[src/rtl/flash_page_prog_ctrl.sv]
// Multi-page QSPI flash programmer: per 256-byte page issues WREN, 4-byte Page Program
// with 32 FIFO words, then polls RDSR until WIP clears. All outputs are registered.
module flash_page_prog_ctrl #(
  parameter int POLL_MAX    = 65535,
  parameter int WDOG_CYCLES = 1048575
) (
  input  logic        clk,
  input  logic        rst,
  input  logic        start,
  input  logic [31:0] start_addr,
  input  logic [15:0] num_pages,
  output logic        done,
  output logic        error,
  output logic        busy,
  input  logic [63:0] buff_data,
  input  logic        buff_empty,
  input  logic        buff_prog_empty,
  output logic        buff_rden,
  output logic        load_out,
  input  logic        load_full_in,
  output logic [7:0]  command_len_out,
  output logic [7:0]  addr_len_out,
  output logic [7:0]  dummy_len_out,
  output logic [15:0] data_len_out,
  output logic [31:0] command_out,
  output logic [63:0] addr_out,
  output logic [63:0] data_out,
  output logic        tristate_out,
  input  logic        spi_busy_in,
  input  logic [63:0] fetch_din,
  output logic        fetch_out,
  input  logic        fetch_empty_in
);
  localparam int PW = $clog2(POLL_MAX + 1);
  localparam int WW = $clog2(WDOG_CYCLES + 1);
  localparam logic [PW-1:0] POLL_LIM = PW'(POLL_MAX);
  localparam logic [WW-1:0] WDOG_LIM = WW'(WDOG_CYCLES - 1);

  typedef enum logic [3:0] {
    S_IDLE, S_WAIT_BUF, S_WREN_LD, S_WREN_WT, S_PP_HDR, S_PP_DATA, S_PP_WT,
    S_RS_LD, S_RS_WT, S_RS_FETCH, S_RS_CHK, S_DONE, S_ERR
  } state_t;

  state_t        r_state, w_state;
  logic [31:0]   r_addr, w_addr;
  logic [15:0]   r_pages, w_pages;
  logic [5:0]    r_word, w_word;
  logic [PW-1:0] r_poll, w_poll;
  logic [WW-1:0] r_wdog;
  logic          r_seen, r_wip, w_wip;
  logic          r_done, w_done, r_error, w_error, r_busy;
  logic          r_rden, w_rden, r_load, w_load, r_fetch, w_fetch, r_tri, w_tri;
  logic [7:0]    r_cmd, w_cmd, r_cmd_len, w_cmd_len, r_addr_len, w_addr_len, r_dummy_len, w_dummy_len;
  logic [15:0]   r_data_len, w_data_len;
  logic [31:0]   r_addr_o, w_addr_o;
  logic [63:0]   r_data, w_data;

  // A pop or load is never issued back-to-back: the cycle after one, the FIFO head and
  // the phy full flag still reflect the previous transfer.
  logic w_can_ld, w_can_pop, w_txn_end, w_wdog_exp;
  assign w_can_ld   = !load_full_in && !r_load;
  assign w_can_pop  = w_can_ld && !buff_empty && !r_rden;
  assign w_txn_end  = r_seen && !spi_busy_in;
  assign w_wdog_exp = (r_wdog == WDOG_LIM);

  always_comb begin
    w_state = r_state;   w_addr = r_addr;   w_pages = r_pages;  w_word = r_word;
    w_poll = r_poll;     w_wip = r_wip;     w_error = r_error;
    w_done = 1'b0;       w_rden = 1'b0;     w_load = 1'b0;      w_fetch = 1'b0;
    w_cmd = r_cmd;       w_cmd_len = r_cmd_len;  w_addr_len = r_addr_len;
    w_dummy_len = r_dummy_len;  w_data_len = r_data_len;
    w_addr_o = r_addr_o; w_data = r_data;   w_tri = r_tri;
    case (r_state)
      S_IDLE: if (start) begin
        w_addr  = {start_addr[31:8], 8'h00};
        w_pages = num_pages;
        w_error = 1'b0;
        w_poll  = '0;
        w_state = (num_pages == 16'd0) ? S_DONE : S_WAIT_BUF;
      end
      S_WAIT_BUF: if (!buff_prog_empty) w_state = S_WREN_LD;
      S_WREN_LD: if (w_can_ld) begin
        w_load = 1'b1; w_cmd = 8'h06; w_cmd_len = 8'd8; w_addr_len = 8'd0;
        w_dummy_len = 8'd0; w_data_len = 16'd0; w_tri = 1'b0;
        w_state = S_WREN_WT;
      end
      S_WREN_WT:
        if (w_txn_end)       w_state = S_PP_HDR;
        else if (w_wdog_exp) w_state = S_ERR;
      S_PP_HDR: if (w_can_pop) begin
        w_load = 1'b1; w_rden = 1'b1; w_cmd = 8'h12; w_cmd_len = 8'd8; w_addr_len = 8'd32;
        w_dummy_len = 8'd0; w_data_len = 16'd2048; w_tri = 1'b0;
        w_addr_o = r_addr; w_data = buff_data; w_word = 6'd1;
        w_state = S_PP_DATA;
      end
      S_PP_DATA: if (w_can_pop) begin
        w_load = 1'b1; w_rden = 1'b1; w_data = buff_data; w_word = r_word + 6'd1;
        if (r_word == 6'd31) w_state = S_PP_WT;
      end
      S_PP_WT:
        if (w_txn_end)       w_state = S_RS_LD;
        else if (w_wdog_exp) w_state = S_ERR;
      S_RS_LD: if (w_can_ld) begin
        w_load = 1'b1; w_cmd = 8'h05; w_cmd_len = 8'd8; w_addr_len = 8'd0;
        w_dummy_len = 8'd0; w_data_len = 16'd8; w_tri = 1'b1;
        w_poll = r_poll + 1'b1;
        w_state = S_RS_WT;
      end
      S_RS_WT:
        if (w_txn_end && !fetch_empty_in) w_state = S_RS_FETCH;
        else if (w_wdog_exp)              w_state = S_ERR;
      // Status byte is the FWFT head here; latch WIP while popping it.
      S_RS_FETCH: begin
        w_fetch = 1'b1; w_wip = fetch_din[0]; w_state = S_RS_CHK;
      end
      S_RS_CHK:
        if (r_wip) w_state = (r_poll == POLL_LIM) ? S_ERR : S_RS_LD;
        else begin
          w_addr  = r_addr + 32'd256;
          w_pages = r_pages - 16'd1;
          w_poll  = '0;
          w_state = (r_pages == 16'd1) ? S_DONE : S_WAIT_BUF;
        end
      S_DONE: begin w_done = 1'b1; w_state = S_IDLE; end
      S_ERR:  begin w_error = 1'b1; w_state = S_IDLE; end
      default: w_state = S_IDLE;
    endcase
  end

  always_ff @(posedge clk) begin
    if (rst) begin
      r_state <= S_IDLE; r_addr <= '0; r_pages <= '0; r_word <= '0; r_poll <= '0;
      r_wdog <= '0; r_seen <= 1'b0; r_wip <= 1'b0;
      r_done <= 1'b0; r_error <= 1'b0; r_busy <= 1'b0; r_rden <= 1'b0; r_load <= 1'b0;
      r_fetch <= 1'b0; r_tri <= 1'b0; r_cmd <= '0; r_cmd_len <= '0; r_addr_len <= '0;
      r_dummy_len <= '0; r_data_len <= '0; r_addr_o <= '0; r_data <= '0;
    end else begin
      r_state <= w_state; r_addr <= w_addr; r_pages <= w_pages; r_word <= w_word;
      r_poll <= w_poll; r_wip <= w_wip;
      r_done <= w_done; r_error <= w_error; r_busy <= (w_state != S_IDLE);
      r_rden <= w_rden; r_load <= w_load; r_fetch <= w_fetch; r_tri <= w_tri;
      r_cmd <= w_cmd; r_cmd_len <= w_cmd_len; r_addr_len <= w_addr_len;
      r_dummy_len <= w_dummy_len; r_data_len <= w_data_len; r_addr_o <= w_addr_o; r_data <= w_data;
      // Busy-seen flag and watchdog both restart on every state entry.
      if (w_state != r_state) begin
        r_seen <= 1'b0;
        r_wdog <= '0;
      end else begin
        if (spi_busy_in) r_seen <= 1'b1;
        if (r_state == S_WREN_WT || r_state == S_PP_WT || r_state == S_RS_WT)
          r_wdog <= r_wdog + 1'b1;
      end
    end
  end

  assign done            = r_done;
  assign error           = r_error;
  assign busy            = r_busy;
  assign buff_rden       = r_rden;
  assign load_out        = r_load;
  assign fetch_out       = r_fetch;
  assign tristate_out    = r_tri;
  assign command_len_out = r_cmd_len;
  assign addr_len_out    = r_addr_len;
  assign dummy_len_out   = r_dummy_len;
  assign data_len_out    = r_data_len;
  assign command_out     = {24'h0, r_cmd};
  assign addr_out        = {32'h0, r_addr_o};
  assign data_out        = r_data;
endmodule

[config.mk]
export PLATFORM = sky130hd
export DESIGN_NAME = flash_page_prog_ctrl
export DESIGN_NICKNAME = d
export VERILOG_FILES = /design/src/rtl/flash_page_prog_ctrl.sv
export SDC_FILE = /design/constraint.sdc
export NUM_CORES = 1
export LEC_CHECK = 0
export CAP_MARGIN = 20
export CORE_AREA = 2 2 150 152
export CTS_CLUSTER_DIAMETER = 120
export CTS_CLUSTER_SIZE = 20
export DETAILED_ROUTE_END_ITERATION = 8
export DIE_AREA = 0 0 152 154
export PLACE_DENSITY = 0.9
export SLEW_MARGIN = 20
export SYNTH_ARGS = -nofsm -noshare
export SYNTH_HDL_FRONTEND = slang
export SYNTH_SLANG_ARGS = --single-unit
[constraint.sdc]
create_clock -name clk -period 3 [get_ports clk]
set_input_delay 0.9 -clock clk [delete_from_list [all_inputs] [get_ports clk]]
set_output_delay 0.9 -clock clk [all_outputs]
set_load 0.01 [all_outputs]
# Word-level counts from Yosys, hierarchy flattened
# Index checks and enable logic that the tools add are counted.
# word_totals
register_bits,247
in_bits,184
out_inout_bits,207
wordCells,142
# classes
bitwise_logic,1
reduce_logical,34
eq_ne,24
addsub,5
n_mux,56
# ops
op,n
$mux W16,8
$pmux W16 S3,2
$mux W32,2
$mux W8,8
$pmux W32 S2,1
$mux W4,15
$pmux W8 S2,3
$pmux W4 S11,1
$add A32 B9 Y32 const B,1
$pmux W16 S2,1
$pmux W8 S3,1
$add A20 B1 Y20 const B,1
$eq A20 B20 Y1 const B,1
$eq A4 B4 Y1 const B,5
$add A16 B1 Y16 const B,1
$eq A16 B1 Y1 const B,1
$eq A16 B16 Y1 const B,1
$eq A4 B3 Y1 const B,4
$logic_not A16 Y1,1
$sub A16 B1 Y16 const B,1
$mux W6,2
$ne A2 B2 Y1 const B,6
$pmux W6 S2,1
$reduce_and A3 Y1,3
20 further kinds,49

# Depth between registers and ports, before layout
# depth
word_depth,8
ltp_mapped,9
mapped_depth_nobuf,8

# Worst setup path after synthesis
# OpenSTA, ideal clock, no wires.
# synth_timing
path_type,input to register
startpoint,in spi_busy_in
endpoint,reg r_wdog[10]
path_slack_ns,0.470
arrival_ns,2.400
t_required_ns,2.870
cell_stages,8
cell_sequence,nand2b_1 > clkbuf_1 > a41oi_1 > a221oi_1 > nor4_2 > xnor2_1 > clkbuf_1 > nor3_1
# synth_via
elab_chain_len,7
elab_cells_between_ends,9
classes_between,eq/ne (1); mux (4); reduce/logical (4)
# synth_rtl
item,line,rtl
from (decl),29,"input logic spi_busy_in,"
$logic_not A1 Y1 *,63,assign w_txn_end = r_seen && !spi_busy_in;
$logic_and A1 B1 Y1 *,63,
$logic_and A1 B1 Y1,110,if (w_txn_end && !fetch_empty_in) w_state = S_RS_FETCH;
$mux W4,110,
$pmux W4 S11 *,73,case (r_state)
$ne A4 B4 Y1 *,145,if (w_state != r_state) begin
$reduce_or A2 Y1 (no line) *,--,
to (signal assigned),151,r_wdog <= r_wdog + 1'b1;
to (decl),49,logic [WW-1:0] r_wdog;
# Mark *: on every way between the ends. The rest lies on a longest branch, timed or not.
# A chain may end at the register's enable or synchronous reset.

# Final worst setup path
# layout_timing
startpoint,in num_pages[12]
endpoint,reg r_wdog[9]
# layout_via
elab_chain_len,6
# layout_rtl
item,line,rtl
from (decl),11,"input logic [15:0] num_pages,"
$logic_not A16 Y1,79,w_state = (num_pages == 16'd0) ? S_DONE : S_WAIT_BUF;
$mux W4,79,
$mux W4,74,S_IDLE: if (start) begin
$pmux W4 S11,73,
$ne A4 B4 Y1,145,
$reduce_or A2 Y1 (no line),--,
# No other way between the ends.

==> flow_metrics.py <==
metrics = {
    "outcome": {
        "status": "completed",
    },
    "place": {
        "portBuffers": 215,
        "dpl_worst_slack_ps": -372,
        "dpl.hpwl_um": 18700,
        "place_congestion": 0.914,
    },
    "global_routing": {
        "first_global_vias": 8609,
        "grt_max_degree": 67,
        "grt-ovfl-total": 0,
        "antenna_found_initial": 0,
        "grt_pass1_wl_um": 42000,
        "grt_usage": 0.215,
    },
    "worst_setup_path": {
        "crit_required_ps": 3350,
        "r2r_start": "r_state[3]",
        "cp-start-kind": "primary input",
        "crit_fanout": 16,
        "r2r_setup_slack_ps": 290,
        "criticalPathCategory": "in2reg",
        "r2r_end": "r_wdog[18]",
        "worstPathArrival_ps": 3200,
        "worstSetupStartpoint": "num_pages[12]",
        "setup.worst_path.end": "r_wdog[9]",
        "worst_r2r_path_depth": 6,
        "end_kind": "flip-flop",
    },
    "final_layout": {
        "nNetsFinal": 1636,
        "diodes": 0,
        "area_growth_pct": 31.6,
        "final_layout_size_suffix_gt1_frac": 0.0816,
        "utilization": 0.576,
    },
    "routing": {
        "postRouteAntennaNets": 0,
        "drc": 0,
        "wl_um": 26200,
        "routedWlPerCell_um": 15.1,
        "first_pass_iters": 5,
        "drt_iter0_markers": 586,
        "vias_per_cell": 5.35,
        "via_count": 9299,
    },
    "sta": {
        "max_slew.worst_pin.slew_ps": 1140,
        "setup_ws_ps": 154,
        "post-route-min-period_ps": 2850,
        "finalSetupViolations": 0,
        "clock.fmax_mhz": 351,
        "skew_ps": 11.9,
        "relSlewSlack": 0.237,
        "period_share": 0.949,
        "hold_ws_ps": 449,
        "rsz0062_at_grt": "no",
        "finalHoldViolations": 0,
        "final-max-slew-violation-count": 0,
        "tns_ps": 0,
    },
    "die": {
        "die-area_sq_um": 23400,
        "num_io_pins": 391,
        "die_h_um": 154,
        "initial_core_util": 0.437,
        "rows": 54,
        "fp.coreArea_sq_um": 21700,
        "die_w_um": 152,
    },
    "yosys": {
        "ys_seq_area_frac": 0.399,
        "netlist_area_sq_um": 9490,
        "synth.top_cell.area_share": 0.399,
        "synthFlopType": "dfxtp_1",
        "synth.distinct_cells": 68,
        "synth_top_area_cell": "dfxtp_1",
        "syn_area_per_cell_sq_um": 7.68,
        "yosys_register_bits": 189,
        "synth_edf_count": 0,
        "synth_area_leaders": "dfxtp_1, nand2_1, buf_4, a21oi_1, nor2_1",
        "synthCells": 1235,
        "postSynth.asyncResetShare": 0,
        "ys.warnings.count": 0,
    },
    "clock_tree": {
        "cts_buffers": 17,
        "cts.sinks": 189,
        "path_clk_slew_ps": 80,
        "h-tree-depth": 4,
        "hold_buffers": 0,
        "root_buffer": "clkbuf_16",
        "clock_latency_ps": 430,
        "cts_tree": "done",
        "clk_path_buf_depth": 2,
        "cts_resized": 0,
        "postCtsSetupBuffers": 0,
    },
    "pwr": {
        "power.share.clock": 0.406,
        "p_sw_frac": 0.278,
        "pwr-share-comb": 0.127,
        "p_int_uw": 4100,
        "ir_drop_mv": 0.302,
        "seq_power_share": 0.467,
        "switchingPower_uw": 1580,
        "p_leak_uw": 0.00440,
        "powerDensity_nw_per_um2": 455,
    },
    "job": {
        "maxCapViolations": 0,
    },
    "hold_path": {
        "hp-class": "reg2reg",
        "hp-start": "data_out[50]",
    },
}
[worst max-delay path, cell delays in order]
cell,delay [ps]
clkdlybuf4s50_1,470
nor4_2,330
buf_4,160
nand4_1,110
o41ai_1,340
buf_4,180
nor4_2,50
xnor2_1,150
buf_4,180
buf_12,150
nor3_1,180
[cell families after synthesis]
family / synth area share
multiplexers: 0.00317
flip-flops: 0.399
XOR/XNOR: 0.0314
adder cells (fa/ha/maj): 0.00923
AO/OA/AOI/OAI: 0.172
buffers and inverters: 0.127
AND/OR/NAND/NOR: 0.258
other: 0.000395
[power groups by stage]
stage	logic [uW]	clock network, uW	registers [uW]
finish	721	2310	2650
CTS	712	2360	2650
global placement	695	0	2700
floorplan	497	0	2680
detailed placement	708	0	2700
global route	784	2470	2660
[state kept, by name (all words and copies together) (netlist names)]
name,flops
r_wdog,20
done,1
command_len_out,1
addr_len_out,1
error,1
r_state,4
buff_rden,1
data_len_out,1
data_out,64
tristate_out,1
r_word,6
r_seen,1
r_pages,16
busy,1
r_addr_o,24
fetch_out,1
load_out,1
r_wip,1
r_poll,16
r_addr,24
r_cmd,3
[synthesized netlist by cell type, drive strengths merged (22+ instances only)]
cell type	instances
nand2	240
dfxtp	189
a21oi	141
buf	129
nor2	82
clkbuf	58
o21ai	47
nor3	42
nand3	39
or3	30
a211oi	22
inv	22
[through the flow]
step                power [uW]  instances  instance area, sq um
floorplan                 3180       1338                  9870
global placement          3390       1706                 11900
detailed placement        3410       1706                 11900
CTS                       5710       1738                 12500
global route              5910       1738                 12500
finish                    5680       1738                 12500
[layout by cell type, fill, tap and decap left out, types with 5 or more instances in the layout]
cell type / instances
nand2_1: 240
clkdlybuf4s50_1: 214
dfxtp_1: 189
a21oi_1: 141
conb_1: 104
nor2_1: 81
buf_4: 52
o21ai_0: 47
nor3_1: 41
nand3_1: 38
or3_1: 30
inv_1: 22
a211oi_1: 22
xor2_1: 17
xnor2_1: 17
clkbuf_16: 17
nand4_1: 15
nor4_1: 13
o22ai_1: 11
buf_12: 9
ha_1: 7
nand2b_1: 6
and2_1: 6
a22oi_1: 6
inv_6: 6
nor2b_1: 5
nor4_2: 5
and4_1: 5
[how the worst min path moves through the flow]
| stage | endpoint | cells after the start | slack (ps) |
|---|---|---|---|
| 3_5_place_dp | data_out[19] | 2 | 440 |
| 6_report | data_out[50] | 2 | 450 |
| 5_1_grt | data_out[23] | 2 | 470 |
| 4_1_cts | data_out[23] | 2 | 450 |
| 3_3_place_gp | data_out[12] | 2 | 440 |
| 2_1_floorplan | r_addr_o[29] | 2 | 440 |
[layout make-up]
class | count | area (sq um)
clock buffer | 17 | 425
multi-input combinational | 940 | 4960
tap | 280 | 350
fill | 1903 | 9200
timing repair buffer | 275 | 2710
clock inverter | 15 | 173
sequential | 189 | 3780
inverter | 22 | 82.6
[metal layers]
layer  vias to the layer above  part of all wire  wire length [um]  track usage
li1                       4483                 -                 -            -
met1                      4308              0.40             10400        0.255
met2                       447              0.49             12800        0.363
met3                        61             0.087              2270       0.0648
met4                         0             0.030               796       0.0912
met5                         -                 0                 0            0
(Power assumes the default switching activity.)
